### src/rtl/wb_port_arbiter.sv
// Write-back port arbiter for the 32x32 register file.
// Two producers (A: single-cycle ALU, B: multi-cycle unit) share one write
// port under round-robin arbitration. A scoreboard tracks registers still
// waiting on a B result, so the issue stage can stall on RAW hazards.
module wb_port_arbiter (
    input  logic        CLK,
    input  logic        RST,
    input  logic        A_valid,
    input  logic [4:0]  A_addr,
    input  logic [31:0] A_data,
    output logic        A_ready,
    input  logic        B_valid,
    input  logic [4:0]  B_addr,
    input  logic [31:0] B_data,
    output logic        B_ready,
    input  logic        Reserve_valid,
    input  logic [4:0]  Reserve_addr,
    output logic        RegWrite,
    output logic [4:0]  Write_address,
    output logic [31:0] Write_data,
    output logic [31:0] Pending,
    output logic        Err
);

    localparam int unsigned AW   = 5;
    localparam int unsigned DW   = 32;
    localparam int unsigned NREG = 32;

    typedef enum logic {
        SRC_A = 1'b0,
        SRC_B = 1'b1
    } src_e;

    logic            prio_q, prio_d;
    logic            reg_write_q, reg_write_d;
    logic [AW-1:0]   waddr_q, waddr_d;
    logic [DW-1:0]   wdata_q, wdata_d;
    src_e            src_q, src_d;
    logic [NREG-1:0] pending_q, pending_d;
    logic            err_q, err_d;
    logic            grant_a, grant_b;

    // Ready depends only on the competitor's valid and the priority pointer
    always_comb begin
        A_ready = !B_valid || !prio_q;
        B_ready = !A_valid || prio_q;
        grant_a = A_valid && A_ready;
        grant_b = B_valid && B_ready;
    end

    // Next state: output stage, priority pointer, error flag and scoreboard
    always_comb begin
        prio_d      = prio_q;
        reg_write_d = 1'b0;
        waddr_d     = waddr_q;
        wdata_d     = wdata_q;
        src_d       = src_q;
        err_d       = err_q;
        pending_d   = pending_q;

        if (grant_a) begin
            prio_d      = 1'b1;
            reg_write_d = (A_addr != '0);
            waddr_d     = A_addr;
            wdata_d     = A_data;
            src_d       = SRC_A;
        end else if (grant_b) begin
            prio_d      = 1'b0;
            reg_write_d = (B_addr != '0);
            waddr_d     = B_addr;
            wdata_d     = B_data;
            src_d       = SRC_B;
            // B result arriving for a register nobody reserved
            if ((B_addr != '0) && !pending_q[B_addr]) begin
                err_d = 1'b1;
            end
        end

        // Clear on commit first so a same-edge reservation wins
        if (reg_write_q && (src_q == SRC_B)) begin
            pending_d[waddr_q] = 1'b0;
        end
        if (Reserve_valid && (Reserve_addr != '0)) begin
            pending_d[Reserve_addr] = 1'b1;
        end
        pending_d[0] = 1'b0;
    end

    // State registers; reset drops any write sitting in the output stage
    always_ff @(posedge CLK or negedge RST) begin
        if (!RST) begin
            prio_q      <= 1'b0;
            reg_write_q <= 1'b0;
            waddr_q     <= '0;
            wdata_q     <= '0;
            src_q       <= SRC_A;
            pending_q   <= '0;
            err_q       <= 1'b0;
        end else begin
            prio_q      <= prio_d;
            reg_write_q <= reg_write_d;
            waddr_q     <= waddr_d;
            wdata_q     <= wdata_d;
            src_q       <= src_d;
            pending_q   <= pending_d;
            err_q       <= err_d;
        end
    end

    // Registered outputs to the register file and issue stage
    always_comb begin
        RegWrite      = reg_write_q;
        Write_address = waddr_q;
        Write_data    = wdata_q;
        Pending       = pending_q;
        Err           = err_q;
    end

endmodule

### config.mk
export PLATFORM = sky130hd
export DESIGN_NAME = wb_port_arbiter
export DESIGN_NICKNAME = d
export VERILOG_FILES = /design/src/rtl/wb_port_arbiter.sv
export SDC_FILE = /design/constraint.sdc
export NUM_CORES = 1
export LEC_CHECK = 0
export CAP_MARGIN = 5
export CELL_PAD_IN_SITES_DETAIL_PLACEMENT = 0
export CELL_PAD_IN_SITES_GLOBAL_PLACEMENT = 1
export CORE_ASPECT_RATIO = 1.4
export CORE_MARGIN = 8
export CORE_UTILIZATION = 32
export CTS_CLUSTER_DIAMETER = 120
export CTS_CLUSTER_SIZE = 8
export DETAILED_ROUTE_END_ITERATION = 16
export PLACE_DENSITY = 0.94
export SLEW_MARGIN = 15
export SYNTH_ARGS = -nofsm -noshare
export SYNTH_HDL_FRONTEND = slang
export SYNTH_SLANG_ARGS = --single-unit
### constraint.sdc
create_clock -name CLK -period 4.2 [get_ports CLK]
set_input_delay 0.84 -clock CLK [delete_from_list [all_inputs] [get_ports CLK]]
set_output_delay 0.84 -clock CLK [all_outputs]
set_load 0.03 [all_outputs]
==> After elaboration in Yosys (flattened, before gate mapping) <==
Index checks and enable logic that the tools add are counted.
{ "word_totals": {"ram_bits": 0, "latchBits": 0, "rom_bits": 0, "memories": 0, "ff_bits": 72, "out_inout_bits": 73} }
{ "op_classes": {"n_reduce_logical": 18, "mux": 18, "add_sub_neg": 0, "n_eq_ne": 0, "multipliers": 0, "n_div": 0, "n_shift": 0, "bitwise": 4, "n_lt_le_gt_ge": 5} }
{ "ops": {"columns": ["op", "count"], "rows": [
  ["$mux W32", 4],
  ["$and A32 B32 Y32", 1],
  ["$not A32 Y32", 1],
  ["$or A32 B32 Y32", 1],
  ["$lt A5 B6 Y1 const B", 3],
  ["$reduce_bool A5 Y1", 3],
  ["$demux W1 S5", 2],
  ["$ge A5 B1 Y1 const B", 2],
  ["$mux W5", 2],
  ["$mux W1", 9],
  ["$logic_and A1 B1 Y1", 7],
  ["$bmux W1 S5", 1],
  ["$logic_not A1 Y1", 4],
  ["$reduce_and A3 Y1", 1],
  ["$logic_or A1 B1 Y1", 2],
  ["$reduce_bool A2 Y1", 1],
  ["$not A1 Y1", 1]
]} }

==> Depth between registers and ports, before layout <==
Gate-level depths: netlist (run 1).
{ "depth": {"word_depth": 9, "depth_mapped": 7, "depth_no_buf": 4} }

==> Worst setup path before layout (run 1) <==
Ideal clock, no wire load.
{ "synth_timing": {"path_type": "input to output", "start": "input B_valid", "end": "output A_ready", "path_stages": 2, "slack_ps": 2081, "t_arrival_ps": 1279, "n_path_buf": 1, "cell_sequence": "buf_2 nand2_1"} }
{ "synth_via": {"elab_chain_len": 2} }
{ "synth_lines": {"columns": ["item", "line_no", "rtl"], "rows": [
  ["from (decl)", "12", "input logic B_valid,"],
  ["$logic_not A1 Y1", "45", "A_ready = !B_valid || !prio_q;"],
  ["$logic_or A1 B1 Y1", "45", null],
  ["to (decl)", "11", "output logic A_ready,"]
]} }
Every way passes these cells.

==> Final worst setup path (run 1) <==
Same ends and word-level chain as after synthesis.

==> run metrics, run 1 <==
status=completed; r2r setup slk=2.51 ns; reg2reg start=prio_q; total number of vias=3,260; die height=136 µm; H-tree depth reported by CTS=3; FILL cells=958; Syn Nets=422; worst slew pin tran=0.730 ns; total CTS buffers=9; hold path start=Write_data[26]; TritonRoute pass-1 iters=7; CP max FO=9; Ys Warns=0; routability cong.=0.863; Tot GR Track Use=0.173; crit path launch=B_valid; Avg WL per Cell=19.1 µm; count of flip-flops with a built-in enable after synthesis=0; most common cell after layout, fill and taps aside=clkdlybuf4s50_1; final instance area=5240 µm²; CP required=3.36 ns; met3 wire len=1.16 mm; root buf cell=clkbuf_16; Metal-1 WL=4.64 mm; total grt overflow=0; most frequent cells in the layout=clkdlybuf4s50_1, nor2_1, dfrtp_1, o21ai_0, o22ai_1; crit path launch type=primary input; RSZ-0062 raised after global routing=no; PD cells=553 nW/µm²; minimum clock period after layout=3.19 ns; setup tns final=0 ns; final hold slack=0.507 ns; Netlist cell types=40; worst min-delay path class=reg2reg; global-route wire length before repair=18.3 mm; worst skew pair latency=0.33 ns; uppermost layer routed=met4; Hold Buf Count CTS=0; Main synth FF type=dfrtp_1; Initial Util=0.323; area added between synthesis and finish=58.6%; PortBufs=155; Placement Cell Area=4950 µm²; largest net degree at the start of global routing=42; Final Cycle Share=0.760; Peak supply drop=0.000319 V; ys async rst share=1.00; #FFs+latches synth=72; layout cell share with drive strength beyond 1=0.0591; worst path arrival time=2.35 ns; die width=102 µm; DRC viols=0; CTS tree=done; sequential share of the synthesized area=0.545; crit path capture type=primary output; Syn Inst Count=338; leakage=1.99 nW; Final setup viols=0; Slew HR=0.512; max-cap viol count=0; diodes inserted=0; Max Fclk=0.313 GHz; DRT iter0 DRCs=152; clock slew seen by the registers of the worst setup and hold paths=0.05 ns; CTS Sinks=72; row count=44; critical path class=in2out; Clock Skew=0.0102 ns; Fin. Hold Viols=0; die footprint=13,900 µm²; antenna violations before repair=0; Syn Std Cell Area=3300 µm²; vias in the first global route=3,463; Total Wirelength=12.0 mm; core area=10,200 µm²; Antenna Violating Nets Remaining=0; number of setup buffers added after CTS=0; fin nets=571; met2 WL=6.05 mm; final max-slew violation count=0; I/O pins=157; average vias per placed instance=5.18; post-CTS sizing=0; maximum buffer depth of the clock tree=2; detailed placement HPWL=9.23 mm; Post-Syn Area per Cell=9.78 µm²
[per-stage QoR]
stage               worst slack, ns   util  cells  power [mW]
detailed placement             1.01  0.483    614        2.19
floorplan                      2.08      -    338        1.60
CTS                            1.01  0.512    629        2.93
global route                  0.952  0.512    629        3.05
global placement               1.05  0.483    614        2.16
finish                         1.01  0.512    629        2.90
[report_power, final]
| part | switching (mW) | internal (mW) |
|---|---|---|
| Sequential | 0.160 | 0.870 |
| Clock | 0.281 | 0.448 |
| Combinational | 0.644 | 0.497 |
| Total | 1.08 | 1.82 |
[kinds of logic (layout without fill, tap and decap cells)]
family | count (synthesis) | in the layout | synth area share
simple gates | 119 | 119 | 0.172
other cells | 1 | 1 | 0.00113
compound gates | 112 | 112 | 0.191
buf+inv | 22 | 175 | 0.0303
flops | 72 | 72 | 0.545
mux | 12 | 12 | 0.0606
[flip-flops by register name, summed over array words and instances, names as in the netlist]
name,count
Pending,31
src_q,1
Write_data,32
RegWrite,1
Write_address,5
prio_q,1
Err,1
[worst paths after layout]
check                      depth (start not counted)             end
hold / removal                                     2  Write_data[26]
max in group asynchronous                          2  Write_data[31]
setup / recovery                                   3         A_ready
setup reg to reg                                   4             Err
hold reg to reg                                    2  Write_data[26]
min in group asynchronous                          1  Write_data[12]
[layer usage]
layer | GRT usage | vias up
met4 | 0.0598 | 0
met3 | 0.0666 | 13
met2 | 0.301 | 144
li1 | - | 1527
met1 | 0.185 | 1576
met5 | 0 | -
[final cells by class]
type	count	area [µm²]	share of cell area
Clock buffer	12	267	0.0508
Tap cell	138	173	0.0329
Multi-Input combinational cell	244	1400	0.268
Clock inverter	3	25.0	0.00477
Timing Repair Buffer	157	1560	0.298
Sequential cell	72	1800	0.344
Inverter	3	11.3	0.00215
[synth_stat cells, types with 4 or more instances]
library cell / instances / area [µm²]
buf_2: 5 / 25.0
clkbuf_1: 9 / 33.8
dfrtp_1: 72 / 1800
mux2i_1: 5 / 50.1
mux4_1: 4 / 105
nand2_1: 6 / 22.5
nand3_1: 5 / 25.0
nand3b_1: 10 / 75.1
nor2_1: 78 / 293
o21ai_0: 64 / 320
o22ai_1: 38 / 238
or3b_2: 4 / 35.0
[worst max-delay path: stages]
cell             delay (ns)
clkdlybuf4s50_1        0.56
nand2_1                0.23
clkdlybuf4s50_1        0.72
Power figures use the tool's default switching activity.
==> run 2: changes to the inputs <==
--- a/config.mk
+++ b/config.mk
@@ -10,11 +10,11 @@
 export CELL_PAD_IN_SITES_GLOBAL_PLACEMENT = 1
 export CORE_ASPECT_RATIO = 1.4
 export CORE_MARGIN = 8
-export CORE_UTILIZATION = 32
+export CORE_UTILIZATION = 27
 export CTS_CLUSTER_DIAMETER = 120
 export CTS_CLUSTER_SIZE = 8
 export DETAILED_ROUTE_END_ITERATION = 16
-export PLACE_DENSITY = 0.94
+export PLACE_DENSITY = 0.86
 export SLEW_MARGIN = 15
 export SYNTH_ARGS = -nofsm -noshare
 export SYNTH_HDL_FRONTEND = slang
==> constraint.sdc (replaced) <==
create_clock -name CLK -period 2.8 [get_ports CLK]
set_input_delay 0.56 -clock CLK [delete_from_list [all_inputs] [get_ports CLK]]
set_output_delay 0.56 -clock CLK [all_outputs]
set_load 0.03 [all_outputs]
==> run metrics, run 2 (same netlist as run 1, synthesis figures left out) <==
crit path launch type=primary input; final instance area=5410 µm² (+3.2%); TritonRoute pass-1 iters=4 (-3); core area=12,100 µm² (+18%); total CTS buffers=9 (unchanged); Tot GR Track Use=0.155 (-0.0176); Fin. Hold Viols=0 (unchanged); worst setup path endpoint=B_ready; most common cell after layout, fill and taps aside=clkdlybuf4s50_1; max-cap viol count=0 (unchanged); r2r setup slk=1.24 ns (-1.27 ns); combinational share of power=0.377 (-0.017); average vias per placed instance=5.13 (-1.1%); Largest register FFs=32 (unchanged); area added between synthesis and finish=63.7%; Tot Pwr=4.63 mW (+60%); Max Fclk=0.412 GHz; worst min-delay path class=in2async; minimum clock period after layout=2.43 ns; Int Power=2.96 mW (+63%); final max-slew violation count=0 (unchanged); CP required=2.24 ns (-1.12 ns); Clock Skew=0.00936 ns (-0.000829 ns); met3 wire len=1.27 mm (+9.4%); DRC viols=0 (unchanged); diodes inserted=0 (unchanged); worst-path cell chain=clkdlybuf4s50_1, nand2b_1, clkdlybuf4s50_1; H-tree depth reported by CTS=3 (unchanged); layout cell share with drive strength beyond 1=0.0778 (+0.0188); detailed placement HPWL=9.79 mm (+6.0%); Max stage delay on crit path=0.71 ns (about the same); CTS Sinks=72 (unchanged); vias in the first global route=3,557 (+2.7%); cells on worst reg2reg path=5 (+1); I/O pins=157 (unchanged); maximum buffer depth of the clock tree=2 (unchanged); global-route wire length before repair=19.3 mm (+5.7%); total number of vias=3,338 (+2.4%); crit path capture type=primary output; post-CTS sizing=0 (unchanged); worst path arrival time=1.87 ns (-0.48 ns); Hold Buf Count CTS=0 (unchanged); routability cong.=0.886 (+2.7%); setup tns final=0 ns (unchanged); most frequent cells in the layout=clkdlybuf4s50_1, nor2_1, dfrtp_1, o21ai_0, o22ai_1; sw frac=0.361 (-0.0129); reg2reg start=prio_q; die width=109 µm (+7.5%); antenna violations before repair=0 (unchanged); sequential share of power=0.337 (-0.018); RSZ-0062 raised after global routing=no; Clock power frac=0.286 (+0.035); worst skew pair latency=0.34 ns (about the same); clock slew seen by the registers of the worst setup and hold paths=0.05 ns (about the same); root buf cell=clkbuf_16; worst slew pin tran=0.834 ns (+0.104 ns); Placement Cell Area=5060 µm² (+2.3%); die height=147 µm (+7.8%); CP most frequent cell=clkdlybuf4s50_1; Initial Util=0.272 (-0.0503); Total Wirelength=12.7 mm (+5.6%); reg-to-reg endpoint=Write_data[18]; CP max FO=3 (-6); met2 WL=6.30 mm (+4.1%); status=completed; DRT iter0 DRCs=138 (-9.2%); largest net degree at the start of global routing=36 (-14%); uppermost layer routed=met4; total grt overflow=0 (unchanged); CTS tree=done; critical path class=in2out; P_sw=1.67 mW (+54%); PortBufs=155 (unchanged); number of setup buffers added after CTS=0 (unchanged); FILL cells=1,172 (+22%); Peak supply drop=0.000536 V (+68%); leakage=2.07 nW (+3.8%); Slew HR=0.444 (-0.0677); fin nets=581 (+1.8%); Avg WL per Cell=19.5 µm (+2.0%); CP max-delay cell=clkdlybuf4s50_1; Antenna Violating Nets Remaining=0 (unchanged); final hold slack=0.327 ns (-0.180 ns); Metal-1 WL=4.82 mm (+3.9%); Final setup viols=0 (unchanged); Final Cycle Share=0.868; row count=48 (+9.1%); PD cells=856 nW/µm² (+55%); crit path launch=A_valid; die footprint=16,100 µm² (+16%)
run 2: changes by cell type in the layout (fill, tap and decap cells not counted), sizes merged:
cell,before,now
inv,4,3
bufinv,0,3
clkinv,1,0
clkbuf,12,10
buf,3,13
clkinvlp,1,2
run 2: how the worst min path moves through the flow:
stage                     end  slack (ns)      startpoint
6_report       Write_data[10]        0.33             RST
3_5_place_dp   Write_data[29]        0.50  Write_data[29]
2_1_floorplan             Err        0.26             RST
5_1_grt        Write_data[10]        0.38             RST
4_1_cts        Write_data[10]        0.35             RST
3_3_place_gp    Write_data[7]        0.50   Write_data[7]
run 2: worst max-delay path: cells and delay by family:
family | cells | cell delay (ns)
buffers and inverters | 2 | 1.14
and+or+nand+nor | 1 | 0.17
run 2: power groups by stage:
stage                     sequential (mW)  combinational (mW)  clock, mW
after floorplan                      2.00               0.397          0
after global placement               1.56                1.73          0
after global routing                 1.59                1.86       1.39
final                                1.56                1.75       1.32
after CTS                            1.55                1.76       1.35
after detailed placement             1.57                1.76          0
run 2: per-stage QoR:
step,std cells,worst slack [ns],utilization
final,651,0.370,0.446
after global routing,651,0.345,0.446
after CTS,651,0.371,0.446
after detailed placement,636,0.363,0.417
after global placement,636,0.407,0.417
after floorplan,338,1.05,-
run 2: final cells by class:
class	count	area, µm²	share of cell area
flip-flops and latches	72	1800	0.333
well taps	150	188	0.0347
multi-input cells	244	1400	0.259
repair buffers	167	1660	0.307
clock buffers	10	239	0.0442
clock inverters	5	105	0.0194
inverters	3	11.3	0.00208
run 2: layer usage:
layer | vias to the layer above | global-route usage
met5 | - | 0
met4 | 0 | 0.0631
met3 | 17 | 0.0469
met2 | 171 | 0.266
met1 | 1606 | 0.172
li1 | 1544 | -
==> run 3: changes to the inputs <==
--- a/config.mk
+++ b/config.mk
@@ -10,12 +10,12 @@
 export CELL_PAD_IN_SITES_GLOBAL_PLACEMENT = 1
 export CORE_ASPECT_RATIO = 1.4
 export CORE_MARGIN = 8
-export CORE_UTILIZATION = 27
-export CTS_CLUSTER_DIAMETER = 120
+export CORE_UTILIZATION = 30
+export CTS_CLUSTER_DIAMETER = 80
 export CTS_CLUSTER_SIZE = 8
 export DETAILED_ROUTE_END_ITERATION = 16
-export PLACE_DENSITY = 0.86
-export SLEW_MARGIN = 15
+export PLACE_DENSITY = 0.9
+export SLEW_MARGIN = 20
 export SYNTH_ARGS = -nofsm -noshare
 export SYNTH_HDL_FRONTEND = slang
 export SYNTH_SLANG_ARGS = --single-unit
==> constraint.sdc (replaced) <==
create_clock -name CLK -period 2.67 [get_ports CLK]
set_input_delay 0.534 -clock CLK [delete_from_list [all_inputs] [get_ports CLK]]
set_output_delay 0.534 -clock CLK [all_outputs]
set_load 0.03 [all_outputs]
==> run metrics, run 3 (same netlist as run 1, synthesis figures left out) <==
status=completed; crit path launch type=primary input; CP max FO=2 (-1); leakage=2.03 nW (-2.0%); largest net degree at the start of global routing=73 (+100%); register area=1800 µm² (unchanged); Antenna Violating Nets Remaining=0 (unchanged); total CTS buffers=9 (unchanged); CTS Sinks=72 (unchanged); routability cong.=0.880 (-0.67%); Peak supply drop=0.000537 V (+0.19%); most common cell after layout, fill and taps aside=clkdlybuf4s50_1; maximum buffer depth of the clock tree=2 (unchanged); die footprint=14,700 µm² (-8.8%); area added between synthesis and finish=60.9%; crit path launch=B_valid; layout cell share with drive strength beyond 1=0.0723 (-0.00556); PortBufs=155 (unchanged); max-cap viol count=0 (unchanged); global-route wire length before repair=18.8 mm (-2.8%); die height=140 µm (-4.6%); worst path arrival time=1.77 ns (-0.10 ns); CP max-delay cell=clkdlybuf4s50_1; detailed placement HPWL=9.25 mm (-5.4%); Avg WL per Cell=19.1 µm (-1.7%); FILL cells=1,022 (-13%); Max stage delay on crit path=0.67 ns (-0.04 ns); root buf cell=clkbuf_16; Tot GR Track Use=0.161 (+0.00632); setup tns final=0 ns (unchanged); Slew HR=0.552 (+0.108); Clock Skew=0.00728 ns (-0.00209 ns); clock slew seen by the registers of the worst setup and hold paths=0.06 ns (about the same); final max-slew violation count=0 (unchanged); RSZ-0062 raised after global routing=no; vias in the first global route=3,397 (-4.5%); antenna violations before repair=0 (unchanged); Hold Buf Count CTS=0 (unchanged); DRT iter0 DRCs=120 (-13%); critical path class=in2out; Placement Cell Area=5020 µm² (-0.86%); r2r setup slk=1.15 ns (-0.09 ns); fin nets=577 (-0.69%); total number of vias=3,275 (-1.9%); CP most frequent cell=clkdlybuf4s50_1; average vias per placed instance=5.13 (about the same); row count=45 (-6.3%); Largest register FFs=32 (unchanged); diodes inserted=0 (unchanged); CP Buf/Inv Count=2 (unchanged); number of setup buffers added after CTS=0 (unchanged); PD cells=870 nW/µm² (+1.7%); reg2reg start=Write_address[4]; Final Cycle Share=0.861; final instance area=5320 µm² (-1.7%); core area=10,800 µm² (-11%); worst min-delay path class=in2async; CP top delay family=buffers and inverters; worst skew pair latency=0.33 ns (about the same); I/O pins=157 (unchanged); die width=105 µm (-4.4%); crit path capture type=primary output; Initial Util=0.306 (+0.0333); H-tree depth reported by CTS=3 (unchanged); worst slew pin tran=0.672 ns (-0.163 ns); minimum clock period after layout=2.30 ns; post-CTS sizing=0 (unchanged); DRC viols=0 (unchanged); total grt overflow=0 (unchanged); Core Util, Final=0.492 (+0.0460); CTS tree=done; most frequent cells in the layout=clkdlybuf4s50_1, nor2_1, dfrtp_1, o21ai_0, o22ai_1; footprint of the multi-input gates=1400 µm² (unchanged); worst-path cell chain=clkdlybuf4s50_1, nand2_1, clkdlybuf4s50_1; CP required=2.14 ns (-0.10 ns); Max Fclk=0.435 GHz; Final setup viols=0 (unchanged); Total Wirelength=12.2 mm (-3.5%); Fin. Hold Viols=0 (unchanged); Tot Pwr=4.63 mW (about the same); TritonRoute pass-1 iters=4 (unchanged)
## run 3: cell count changes in the layout (fill, tap and decap cells not counted), sizes merged
cell | before | now
inv | 3 | 5
buf | 13 | 10
clkinv | 0 | 1
bufinv | 3 | 1
clkdlybuf4s50 | 154 | 153
## run 3: layout make-up
type,instances,share of cell area
Tap cell,141,0.0332
Clock buffer,10,0.0431
Timing Repair Buffer,163,0.306
Sequential cell,72,0.339
Clock inverter,6,0.0127
Inverter,3,0.00212
Multi-Input combinational cell,244,0.264
## run 3: metrics by stage
stage | std cells | hold WS, ns | setup slack [ns]
floorplan | 338 | 0.238 | 0.946
global placement | 623 | 0.490 | 0.318
detailed placement | 623 | 0.500 | 0.278
CTS | 639 | 0.252 | 0.375
global route | 639 | 0.249 | 0.345
finish | 639 | 0.223 | 0.371
## run 3: report_power, final
part           leakage [nW]  internal [mW]  switching, mW
sequential            0.783           1.37          0.245
clock                 0.139          0.728          0.465
combinational          1.11          0.796           1.03
total                  2.03           2.89           1.74
## run 3: worst paths after layout
check                                      end  cells past startpoint
worst max-delay path                   A_ready                      3
worst min-delay path            Write_data[11]                      2
worst max register to register     Pending[11]                      3
worst min register to register  Write_data[22]                      2
max in group asynchronous           Pending[8]                      2
min in group CLK                Write_data[22]                      2
## run 3: metal layers
layer,global-route usage,wire [µm],vias up
met1,0.182,4960,1582
met4,0.0430,74,0
met3,0.0533,969,8
met5,0,0,-
met2,0.284,6220,142
li1,-,-,1543
